<file path="src/rtl/tiny_dnn_prm_loader.sv">
// Parameter loader: streams weight/bias beats into one LANES-wide group of cores at a time.
// Latency: an accepted beat appears on wr_* in the next cycle; throughput is one beat per cycle.
// Backpressure: src_ready is high only in LOAD; it drops for the one DRAIN cycle after the last beat.
//
// Ports:
//   clk, rst_n          clock, asynchronous active-low reset
//   start, bwrite, ks, ng   load request plus its mode, words-per-core-1, groups-1
//   src_valid/data/last/ready   input parameter stream
//   wr_en/bias/addr/data    registered per-core write port
//   busy, done, err         status: load in progress, end-of-load pulse, sticky framing error
module tiny_dnn_prm_loader #(
    parameter int F_NUM = 16,
    parameter int LANES = 4,
    parameter int DW    = 16,
    parameter int AW    = 10,
    localparam int GW   = F_NUM / LANES,
    localparam int NGW  = (GW > 1) ? $clog2(GW) : 1
) (
    input  logic                clk,
    input  logic                rst_n,
    input  logic                start,
    input  logic                bwrite,
    input  logic [AW-1:0]       ks,
    input  logic [NGW-1:0]      ng,
    input  logic                src_valid,
    input  logic [LANES*DW-1:0] src_data,
    input  logic                src_last,
    output logic                src_ready,
    output logic [F_NUM-1:0]    wr_en,
    output logic                wr_bias,
    output logic [AW-1:0]       wr_addr,
    output logic [LANES*DW-1:0] wr_data,
    output logic                busy,
    output logic                done,
    output logic                err
);

    typedef enum logic [1:0] {
        IDLE  = 2'd0,
        LOAD  = 2'd1,
        DRAIN = 2'd2
    } state_t;

    localparam logic [NGW-1:0] NG_MAX = NGW'(GW - 1);

    state_t              state_q, state_d;
    logic                bias_q, bias_d;
    logic [AW-1:0]       ks_q, ks_d;
    logic [NGW-1:0]      ng_q, ng_d;
    logic [NGW-1:0]      g_q, g_d;
    logic [AW-1:0]       a_q, a_d;
    logic                err_q, err_d;
    logic [F_NUM-1:0]    wr_en_q, wr_en_d;
    logic                wr_bias_q, wr_bias_d;
    logic [AW-1:0]       wr_addr_q, wr_addr_d;
    logic [LANES*DW-1:0] wr_data_q, wr_data_d;

    logic [F_NUM-1:0]    grp_mask;
    logic                last_word;
    logic                final_beat;

    // One strobe per core; core i belongs to group i/LANES.
    always_comb begin
        grp_mask = '0;
        for (int i = 0; i < F_NUM; i++) begin
            grp_mask[i] = (g_q == NGW'(i / LANES));
        end
    end

    // Bias loads carry exactly one word per core, so every beat closes a group.
    assign last_word  = bias_q || (a_q == ks_q);
    assign final_beat = last_word && (g_q == ng_q);

    always_comb begin
        state_d   = state_q;
        bias_d    = bias_q;
        ks_d      = ks_q;
        ng_d      = ng_q;
        g_d       = g_q;
        a_d       = a_q;
        err_d     = err_q;
        wr_en_d   = '0;
        wr_bias_d = wr_bias_q;
        wr_addr_d = wr_addr_q;
        wr_data_d = wr_data_q;

        case (state_q)
            IDLE: begin
                if (start) begin
                    state_d = LOAD;
                    bias_d  = bwrite;
                    ks_d    = ks;
                    ng_d    = (ng > NG_MAX) ? NG_MAX : ng;
                    g_d     = '0;
                    a_d     = '0;
                    err_d   = 1'b0;
                end
            end
            LOAD: begin
                if (src_valid) begin
                    wr_en_d   = grp_mask;
                    wr_bias_d = bias_q;
                    wr_addr_d = a_q;
                    wr_data_d = src_data;
                    if (final_beat) begin
                        state_d = DRAIN;
                        if (!src_last) begin
                            err_d = 1'b1;
                        end
                    end else if (src_last) begin
                        // Packet ended early: the remaining groups keep their old contents.
                        state_d = DRAIN;
                        err_d   = 1'b1;
                    end else if (last_word) begin
                        a_d = '0;
                        g_d = g_q + 1'b1;
                    end else begin
                        a_d = a_q + 1'b1;
                    end
                end
            end
            DRAIN: begin
                state_d = IDLE;
            end
            default: begin
                state_d = IDLE;
            end
        endcase
    end

    always_ff @(posedge clk or negedge rst_n) begin
        if (!rst_n) begin
            state_q   <= IDLE;
            bias_q    <= 1'b0;
            ks_q      <= '0;
            ng_q      <= '0;
            g_q       <= '0;
            a_q       <= '0;
            err_q     <= 1'b0;
            wr_en_q   <= '0;
            wr_bias_q <= 1'b0;
            wr_addr_q <= '0;
            wr_data_q <= '0;
        end else begin
            state_q   <= state_d;
            bias_q    <= bias_d;
            ks_q      <= ks_d;
            ng_q      <= ng_d;
            g_q       <= g_d;
            a_q       <= a_d;
            err_q     <= err_d;
            wr_en_q   <= wr_en_d;
            wr_bias_q <= wr_bias_d;
            wr_addr_q <= wr_addr_d;
            wr_data_q <= wr_data_d;
        end
    end

    assign src_ready = (state_q == LOAD);
    assign busy      = (state_q != IDLE);
    assign done      = (state_q == DRAIN);
    assign err       = err_q;
    assign wr_en     = wr_en_q;
    assign wr_bias   = wr_bias_q;
    assign wr_addr   = wr_addr_q;
    assign wr_data   = wr_data_q;

endmodule

</file>
<file path="config.mk">
export PLATFORM = sky130hd
export DESIGN_NAME = tiny_dnn_prm_loader
export DESIGN_NICKNAME = d
export VERILOG_FILES = /design/src/rtl/tiny_dnn_prm_loader.sv
export SDC_FILE = /design/constraint.sdc
export NUM_CORES = 1
export LEC_CHECK = 0
export ABC_AREA = 1
export BUFFER_PORTS_ARGS = -buffer_cell sky130_fd_sc_hd__buf_2
export CAP_MARGIN = 20
export CORE_MARGIN = 2
export CORE_UTILIZATION = 37
export CTS_CLUSTER_SIZE = 12
export DETAILED_ROUTE_END_ITERATION = 8
export HOLD_SLACK_MARGIN = 0.02
export PLACE_DENSITY = 0.67
export SLEW_MARGIN = 20
export SYNTH_ARGS = -nofsm -noshare
export SYNTH_HDL_FRONTEND = slang
export SYNTH_SLANG_ARGS = --single-unit
export TNS_END_PERCENT = 5
</file>
<file path="constraint.sdc">
create_clock -name clk -period 1.95 [get_ports clk]
set_clock_uncertainty 0.15 [all_clocks]
set_input_delay 0.39 -clock clk [delete_from_list [all_inputs] [get_ports clk]]
set_output_delay 0.39 -clock clk [all_outputs]
set_load 0.005 [all_outputs]
</file>
==> run metrics, run 1 <==
dominant synthesized flop cell dfrtp_1; Inst Count DP 727; layout cells sized above 1 48.5%; routability congestion estimate 0.886; Starting Density 38.1%; minimum clock period 1.84 ns; Vias/cell 4.51; CORE AREA 0.0121 sq mm; crit-path cells inv_2, nand2_1, nand2_1, inv_1, nand2_1, nor2_1, nand3_1, nand2_2, nand3_2, nand2_4, inv_6, nand2_1, nand2_1, nand2_1; Top delay family on crit path simple AND/OR/NAND/NOR gates; number of synthesized flops with an enable pin 0; worst min path class input port to flip-flop; chip height about 120 um; Ys Warns 0; Pre-antenna DRT Iters 4; slowest cell delay on critical path between 0.4 and 0.5 ns; hold depth 2; hold_sp src_data[21]; CP required 2.03 ns; IO buf count 176; Ports between 150 and 200; pin count of the biggest net entering global routing 46; CP Buf/Inv Count 3; Final Hold Vio Count 0; power per cell area 1440 mW/mm^2; total track usage 14.4%; max-cap violation count 0; post-synth top area cell dfrtp_1; antenna fix cells 0; Pins Over Slew Limit 0; clock buffer depth 2; Reg-to-Reg End g_q[1]$_DFFE_PN0P_; Synth async-reset ratio between 90% and 100%; R2R Path Start a_q[7]$_DFFE_PN0P_; Post-synth top cells 107 x dfrtp_1, 63 x nand2_1, 50 x mux2_2; Detail Route Antenna Nets 0; mapped cell area 0.00461 sq mm; Detailed Route Iter0 Violations 120; routed len/inst 13.1 um; Num CTS Buffers 9; hold path endpoint wr_data[21]$_DFFE_PN0P_; slowest CP cell dfrtp_1; Setup CP Type flip-flop to flip-flop; Clock Latency Late Sink about 0.34 ns; ranking of synthesized cells by area dfrtp_1 58%, mux2_2 12%, nand2_1 5.1%; post-synthesis instance total 402; fin nets 658; Cell variety after synth 31; highest clock rate 542 MHz; Mean Syn Cell Area between 10 and 15 sq um; CTS clk-pin slew, worst paths 0.07 ns; cell mode on critical path nand2_1; startpoint types flip-flop; initial antenna violation count 0; Die Wd about 120 um; CP arrival 1.92 ns; R2R cell count 14; register area share after synthesis 58.0%; final wirelength 9770 um; VDD IR-drop max 672 uV; Max transition margin 72.8%; status finished, final reports clean; most numerous cell in the Yosys netlist dfrtp_1; grt total ovfl 0; Synth top area share 58.0%; Yosys reg bits 107; site row count 40; Setup violations, final 0; reg-to-reg slack, setup ~0.11 ns; vias in the first global route 3185; Finished Layout Cells 743; # DRC 0; Post-Syn Nets 489; Filler Cells Inserted 1123; Static Leak 0.00304 uW; Worst Tran Pin Value 0.408 ns; via count 3353; Sink Count 107; htree depth 3; critical path peak fanout 13; Root Driver clkbuf_16; hpwl dp 7430 um; final core occ 49.2%; area growth from synthesis to layout 29.1%; post-route clock period utilization 94.6%; first-pass GRT wire length around 15000 um; Die ar. around 0.013 sq mm; CTS tree yes; setup repair bufs after CTS 0; Crit. End Element flip-flop
[worst register-to-register path, stage by stage, from the launching register on]
cell and delay, ns:
dfrtp_1 0.42, inv_2 0.12, nand2_1 0.08, nand2_1 0.08, inv_1 0.04, nand2_1 0.04
nor2_1 0.04, nand3_1 0.09, nand2_2 0.12, nand3_2 0.12, nand2_4 0.08, inv_6 0.14
nand2_1 0.09, nand2_1 0.07, nand2_1 0.05
[area by class of cell]
| cell class | instances | area (sq um) | share of cell area [%] |
|---|---|---|---|
| Clock buffer | 10 | 239 | 4.01 |
| Clock inverter | 5 | 53.8 | 0.903 |
| Inverter | 35 | 136 | 2.29 |
| Multi-Input combinational cell | 235 | 1650 | 27.7 |
| Sequential cell | 107 | 2680 | 45.0 |
| Tap cell | 168 | 210 | 3.53 |
| Timing Repair Buffer | 183 | 988 | 16.6 |
[metal layers]
layer / track usage, % / share of wire (%)
met2: 23.5 / 47
met1: 18.6 / 45
met4: 6.35 / 2.2
met3: 2.93 / 5.9
met5: 0 / 0
[state kept, by name (all words and copies together) (netlist names), 2 cells and up]
signal   cells
ks_q        10
a_q         10
wr_addr     10
wr_en        4
g_q          2
state_q      2
ng_q         2
wr_data     64
[layout by cell type (no fill, tap or decap), types with 5 or more instances in the layout]
master     count
xor2_1         9
ha_1           5
o21ai_2        6
nor2_1        30
nand3_1        8
clkbuf_16      9
a21oi_1       10
dfrtp_1      106
nand2_1       62
mux2_1        18
inv_1         25
buf_2        175
mux2_2        50
inv_2          9
o21ai_0       15
[report_power, final]
group | internal (uW) | switching (uW) | total (uW)
Sequential | 3140 | 488 | 3630
Clock | 1020 | 764 | 1780
Combinational | 1620 | 1550 | 3170
[worst max-delay path by stage]
stage	start	to	slack (ns)	cells past startpoint
6_report	a_q[7]$_DFFE_PN0P_	g_q[1]$_DFFE_PN0P_	0.11	14
5_1_grt	a_q[7]$_DFFE_PN0P_	g_q[1]$_DFFE_PN0P_	-0.03	14
3_5_place_dp	state_q[1]$_DFFE_PN0P_	g_q[1]$_DFFE_PN0P_	0.13	10
3_3_place_gp	state_q[1]$_DFFE_PN0P_	g_q[0]$_DFFE_PN0P_	0.21	10
4_1_cts	state_q[1]$_DFFE_PN0P_	g_q[1]$_DFFE_PN0P_	0.10	10
2_1_floorplan	state_q[1]$_DFFE_PN0P_	a_q[6]$_DFFE_PN0P_	0.27	10
[cell families (layout without fill, tap and decap cells)]
group,after synthesis,count (layout),share of synthesized area [%]
DFF,107,107,58.0
xor gates and xnor gates,9,9,1.71
adders and majority gates,5,5,1.36
AOI/OAI and AO/OA,35,35,4.69
muxes,68,68,16.6
buffers and inverters,60,233,6.45
and+or+nand+nor,118,118,11.2
[per-stage QoR]
| step | setup TNS (ns) | hold WS, ns | power [uW] | worst slack [ns] | instance area [sq um] |
|---|---|---|---|---|---|
| floorplan | 0 | -0.0556 | 5570 | 0.270 | 4610 |
| global placement | 0 | 0.193 | 6760 | 0.209 | 5650 |
| detailed placement | 0 | 0.201 | 6880 | 0.127 | 5650 |
| CTS | 0 | 0.0946 | 8710 | 0.103 | 5950 |
| global route | -0.0499 | 0.111 | 9240 | -0.0295 | 5960 |
| finish | 0 | 0.111 | 8590 | 0.106 | 5960 |
[repair_timing]
| item | CTS | global route |
|---|---|---|
| endpoints found under the hold margin | 27 | 0 |
| gates resized for setup | 0 | 3 |
| setup endpoints to repair | 0 | 3 |
| hold buffers | 1 | 0 |
Note: power is estimated with default switching activity, not from simulation.
==> run 2: changes to the inputs <==
--- a/config.mk
+++ b/config.mk
@@ -5,7 +5,6 @@
 export SDC_FILE = /design/constraint.sdc
 export NUM_CORES = 1
 export LEC_CHECK = 0
-export ABC_AREA = 1
 export BUFFER_PORTS_ARGS = -buffer_cell sky130_fd_sc_hd__buf_2
 export CAP_MARGIN = 20
 export CORE_MARGIN = 2
@@ -13,7 +12,7 @@
 export CTS_CLUSTER_SIZE = 12
 export DETAILED_ROUTE_END_ITERATION = 8
 export HOLD_SLACK_MARGIN = 0.02
-export PLACE_DENSITY = 0.67
+export PLACE_DENSITY = 0.68
 export SLEW_MARGIN = 20
 export SYNTH_ARGS = -nofsm -noshare
 export SYNTH_HDL_FRONTEND = slang
==> run metrics, run 2 <==
status finished, final reports clean; R2R cell count 6 (-8); area growth from synthesis to layout 34.4%; Die Wd 114 um (-1.3%); max-cap violation count 0 (unchanged); most numerous cell in the Yosys netlist nand2_1; final wirelength 10800 um (+11%); Cell variety after synth 34 (+9.7%); minimum clock period 1.94 ns (+0.0974 ns); Detailed Route Iter0 Violations 273 (+130%); Setup CP Type flip-flop to flip-flop; CP required 2.02 ns (about the same); CP arrival 2.01 ns (+0.09 ns); Post-Syn Nets 585 (+20%); via count 3798 (+13%); slowest cell delay on critical path 0.42 ns (about the same); Crit. End Element flip-flop; worst min path class input port to flip-flop; initial antenna violation count 0 (unchanged); Setup violations, final 0 (unchanged); grt total ovfl 0 (unchanged); Synth top area share 59.6% (+1.6 points); setup ws final 0.00847 ns (-0.0974 ns); Static Leak 0.00348 uW (+15%); pin count of the biggest net entering global routing 78 (+70%); register area share after synthesis 59.6% (+1.6 points); CTS tree yes; RSZ-0062 raised after global routing yes; layout cells sized above 1 34.1% (-14 points); Worst Tran Pin Value 0.450 ns (+0.0425 ns); Detail Route Antenna Nets 0 (unchanged); power per cell area 1470 mW/mm^2 (+1.7%); Starting Density 37.7% (-0.40 points); IO buf count 176 (unchanged); Pins Over Slew Limit 0 (unchanged); startpoint types flip-flop; Clock Latency Late Sink 0.33 ns (about the same); Filler Cells Inserted 1133 (+0.89%); post-route clock period utilization 99.6% (+5.0 points); number of synthesized flops with an enable pin 0 (unchanged); total track usage 16.6% (+2.3 points); Post-synth top cells 266 x nand2_1, 107 x dfrtp_1, 13 x a31oi_1; htree depth 3 (unchanged); Setup Slack @ Placement -0.0567 ns (-0.184 ns); hold_sp src_data[11]; Sink Count 107 (unchanged); Synth async-reset ratio 100% (unchanged); fin nets 767 (+17%); area of the multi-input gates 0.00168 sq mm (+1.9%); most common cell after layout, fill and taps aside nand2_1; Reg-to-Reg End g_q[0]$_DFFE_PN0P_; post-synth top area cell dfrtp_1; routed len/inst 13.0 um (-0.84%); Final Hold Vio Count 0 (unchanged); Top delay family on crit path simple AND/OR/NAND/NOR gates; reg-to-reg slack, setup 0.008 ns (-0.10 ns); Yosys reg bits 107 (unchanged); hold depth 3 (+1); clock buffer depth 2 (unchanged); crit-path cells xor2_2, nor4_4, and4_4, nor2_4, buf_6, a31o_1; mapped cell area 0.00449 sq mm (-2.7%); Levels on crit path 6 (-8); Mean Syn Cell Area 9.02 sq um (-21%); Ys Warns 0 (unchanged); vias in the first global route 3631 (+14%); Die ar. 0.0130 sq mm (-2.6%); # DRC 0 (unchanged); chip height 114 um (-1.3%); site row count 40 (unchanged); dominant synthesized flop cell dfrtp_1; slowest CP cell dfrtp_1; register area 0.00268 sq mm (about the same); R2R Path Start a_q[3]$_DFFE_PN0P_; final core occ 50.7% (+1.5 points); Num CTS Buffers 9 (unchanged); ranking of synthesized cells by area dfrtp_1 60%, nand2_1 22%, buf_4 2.0%; Ports 177 (unchanged); TNS Setup 0 ns (unchanged); total power 8850 uW (+3.0%); highest clock rate 515 MHz (-5.0%); most frequent cells in the layout 265 x nand2_1, 175 x buf_2, 107 x dfrtp_1, 20 x buf_4, 12 x a31oi_1; CORE AREA 0.0119 sq mm (-1.7%); critical path peak fanout 4 (-9); Pre-antenna DRT Iters 5 (+1); antenna fix cells 0 (unchanged); Root Driver clkbuf_16; routability congestion estimate 0.847 (-4.4%); Max transition margin 70.0% (-2.8 points); CP Buf/Inv Count 1 (-2); hold path endpoint wr_data[11]$_DFFE_PN0P_; first-pass GRT wire length 17400 um (+15%); max reg flops 64 (unchanged); CTS clk-pin slew, worst paths 0.07 ns (about the same); VDD IR-drop max 550 uV (-18%); Vias/cell 4.57 (+1.3%); post-synthesis instance total 498 (+24%); hpwl dp 7830 um (+5.4%)
-- run 2: cell count changes after synthesis, sizes merged, moves of 13 or more --
cell   change
a31oi     +13
inv       -28
mux2      -68
nand2    +198
nor2      -23
o21ai     -13
-- run 2: worst max-delay path by stage --
stage,startpoint,slack [ns],to
after floorplan,state_q[0]$_DFFE_PN0P_,0.01,g_q[0]$_DFFE_PN0P_
after global placement,start,-0.03,g_q[1]$_DFFE_PN0P_
after detailed placement,start,-0.06,g_q[0]$_DFFE_PN0P_
after CTS,a_q[1]$_DFFE_PN0P_,0.001,g_q[0]$_DFFE_PN0P_
after global routing,a_q[3]$_DFFE_PN0P_,-0.11,err$_DFFE_PN0P_
final,a_q[3]$_DFFE_PN0P_,0.008,g_q[0]$_DFFE_PN0P_
-- run 2: through the flow --
step	cells	hold WS, ns	area [sq um]
3_5_place_dp	813	0.229	5620
4_1_cts	830	0.0764	5950
5_1_grt	831	0.0761	6040
2_1_floorplan	498	-0.0556	4490
6_report	831	0.0887	6040
3_3_place_gp	813	0.209	5620
-- run 2: cell families after synthesis --
family | share of synthesized area (%)
compound gates | 4.79
simple gates | 27.1
fa+ha+maj | 1.39
buf+inv | 4.35
xor+xnor | 2.73
flops | 59.6
-- run 2: per-layer routing --
layer  vias to the layer above  global-route usage (%)  part of all wire (%)  wire length [um]
met5                         -                       0                     0                 0
met4                         0                    4.55                  0.87                94
met3                         8                    3.34                   4.9               530
met2                       120                    27.7                    49              5280
met1                      1753                    22.3                    46              4930
li1                       1917                       -                     -                 -
-- run 2: power by group --
| part | leakage [uW] | internal [uW] | switching (uW) |
|---|---|---|---|
| Combinational | 0.00196 | 1480 | 1820 |
| Sequential | 0.00136 | 3100 | 516 |
| Clock | 0.000154 | 1150 | 776 |
-- run 2: layout make-up --
class | instances | share of cell area (%)
Sequential cell | 107 | 44.4
Multi-Input combinational cell | 352 | 27.9
Tap cell | 147 | 3.05
Clock buffer | 10 | 3.96
Timing Repair Buffer | 203 | 19.0
Clock inverter | 5 | 1.28
Inverter | 7 | 0.435
-- run 2: what timing repair did --
| item | in CTS | in global routing |
|---|---|---|
| hold buffers | 1 | 0 |
| pin swaps | 1 | 10 |
| gates resized for setup | 0 | 16 |
| setup endpoints to repair | 1 | 13 |
| endpoints found under the hold margin | 31 | 0 |
| buffers inserted | 1 | 1 |
-- run 2: worst reg2reg max path: cells and delay by family (launching register included) --
family / cells / cell delay, ns
AND/OR/NAND/NOR: 3 / 0.75
XOR/XNOR: 1 / 0.22
AO/OA/AOI/OAI: 1 / 0.17
flip-flops: 1 / 0.42
buffers and inverters: 1 / 0.12
==> run 3: changes to the inputs <==
--- a/config.mk
+++ b/config.mk
@@ -6,7 +6,8 @@
 export NUM_CORES = 1
 export LEC_CHECK = 0
 export BUFFER_PORTS_ARGS = -buffer_cell sky130_fd_sc_hd__buf_2
-export CAP_MARGIN = 20
+export CAP_MARGIN = 10
+export CORE_ASPECT_RATIO = 2
 export CORE_MARGIN = 2
 export CORE_UTILIZATION = 37
 export CTS_CLUSTER_SIZE = 12
==> run metrics, run 3 (synthesis gave the netlist of run 2 again) <==
slowest CP cell nor4_2; routed len/inst 12.4 um (-5.1%); Setup CP Type flip-flop to flip-flop; antenna fix cells 0 (unchanged); R2R cell count 6 (unchanged); minimum clock period 1.94 ns (-0.00432 ns); Starting Density 37.5% (-0.22 points); Die Wd 81.9 um (-28%); VDD IR-drop max 594 uV (+8.0%); CP required 2.03 ns (about the same); highest clock rate 516 MHz (+0.22%); CP Buf/Inv Count 1 (unchanged); # DRC 0 (unchanged); max-cap violation count 0 (unchanged); critical path peak fanout 4 (unchanged); hold_ws 0.0926 ns (+0.00390 ns); vias in the first global route 3610 (-0.58%); routability congestion estimate 0.812 (-4.1%); area growth from synthesis to layout 32.1%; R2R Path Start ks_q[9]$_DFFE_PN0P_; status finished, final reports clean; most frequent cells in the layout 266 x nand2_1, 175 x buf_2, 107 x dfrtp_1, 22 x buf_4, 13 x a31oi_1; Root Driver clkbuf_16; grt total ovfl 0 (unchanged); IO buf count 176 (unchanged); RSZ-0062 raised after global routing yes; hold depth 3 (unchanged); Detail Route Antenna Nets 0 (unchanged); Setup violations, final 0 (unchanged); layout cells sized above 1 33.0% (-1.1 points); crit-path cells xor2_1, nor4_2, and4_4, nor2_2, buf_4, a31o_1; Max transition margin 74.9% (+4.9 points); worst min path class input port to flip-flop; TNS Setup 0 ns (unchanged); hpwl dp 7450 um (-4.9%); CTS clk-pin slew, worst paths 0.07 ns (about the same); Num CTS Buffers 9 (unchanged); Crit. End Element flip-flop; initial antenna violation count 0 (unchanged); site row count 57 (+43%); Worst Tran Pin Value 0.373 ns (-0.0772 ns); reg-to-reg slack, setup 0.01 ns (about the same); Reg-to-Reg End g_q[0]$_DFFE_PN0P_; Final Hold Vio Count 0 (unchanged); CTS tree yes; htree depth 3 (unchanged); via count 3817 (+0.50%); Top delay family on crit path simple AND/OR/NAND/NOR gates; fin nets 767 (unchanged); clock buffer depth 2 (unchanged); max reg flops 64 (unchanged); CP arrival 2.01 ns (about the same); power per cell area 1420 mW/mm^2 (-2.8%); pin count of the biggest net entering global routing 78 (unchanged); Setup Slack @ Placement -0.0655 ns (-0.00875 ns); post-route clock period utilization 99.3% (-0.22 points); hold path endpoint ks_q[6]$_DFFE_PN0P_; total power 8440 uW (-4.5%); Static Leak 0.00345 uW (-0.77%); Ports 177 (unchanged); Detailed Route Iter0 Violations 171 (-37%); Sink Count 107 (unchanged); Pre-antenna DRT Iters 4 (-1); Vias/cell 4.59 (+0.38%); CORE AREA 0.0120 sq mm (+0.59%); final wirelength 10300 um (-5.0%); setup ws final 0.0128 ns (+0.00432 ns); chip height 160 um (+40%); Pins Over Slew Limit 0 (unchanged); first-pass GRT wire length 16800 um (-3.4%); hold_sp ks[6]; Die ar. 0.0131 sq mm (+0.41%); total track usage 16.1% (-0.59 points); Clock Latency Late Sink 0.33 ns (about the same); slowest cell delay on critical path 0.41 ns (about the same); startpoint types flip-flop; most common cell after layout, fill and taps aside nand2_1
[run 3: changes by cell type in the layout (fill, tap and decap cells not counted), sizes merged]
cell and change:
clkinv +1, bufinv -2, clkbuf +2
[run 3: worst max-delay path by stage]
stage                                 from            endpoint  depth (start not counted)
global placement                     start  g_q[0]$_DFFE_PN0P_                          6
floorplan           state_q[0]$_DFFE_PN0P_  g_q[0]$_DFFE_PN0P_                          6
detailed placement                   start  g_q[0]$_DFFE_PN0P_                          6
finish                 ks_q[9]$_DFFE_PN0P_  g_q[0]$_DFFE_PN0P_                          6
global route           ks_q[9]$_DFFE_PN0P_  g_q[0]$_DFFE_PN0P_                          6
CTS                    ks_q[9]$_DFFE_PN0P_  a_q[5]$_DFFE_PN0P_                          6
[run 3: worst reg2reg max path, stage by stage, from the launching register on]
cell and delay, ns:
dfrtp_1 0.39, xor2_1 0.17, nor4_2 0.41, and4_4 0.32
nor2_2 0.06, buf_4 0.14, a31o_1 0.20
[run 3: what timing repair did]
| item | CTS | global route |
|---|---|---|
| setup endpoints to repair | 3 | 12 |
| buffers inserted | 1 | 0 |
| hold buffers | 1 | 0 |
| gates resized for setup | 1 | 4 |
| pin swaps | 1 | 0 |
| hold endpoints to repair | 19 | 0 |
[run 3: layout make-up]
type / instances / area [sq um]
clock inverters: 4 / 26.3
fillers: 1129 / 6050
clock buffers: 12 / 246
repair buffers: 203 / 1140
inverters: 7 / 26.3
multi-input cells: 352 / 1630
well taps: 147 / 184
flip-flops and latches: 107 / 2680
[run 3: where the power goes]
group | switching, uW | internal (uW) | total [uW]
logic | 1750 | 1430 | 3180
clock network | 758 | 900 | 1660
registers | 505 | 3100 | 3610
total | 3010 | 5430 | 8440
[run 3: through the flow]
stage | util (%) | instance area, sq um | instances
floorplan | - | 4490 | 498
global placement | 47.0 | 5630 | 814
detailed placement | 47.0 | 5630 | 814
CTS | 49.4 | 5920 | 832
global route | 49.5 | 5930 | 832
finish | 49.5 | 5930 | 832
[run 3: routing by layer]
metal | global-route usage, % | vias up | wire (um)
met1 | 21.7 | 1728 | 4670
met5 | 0 | - | 0
met3 | 4.46 | 9 | 882
met2 | 25.6 | 162 | 4650
li1 | - | 1918 | -
met4 | 3.48 | 0 | 97
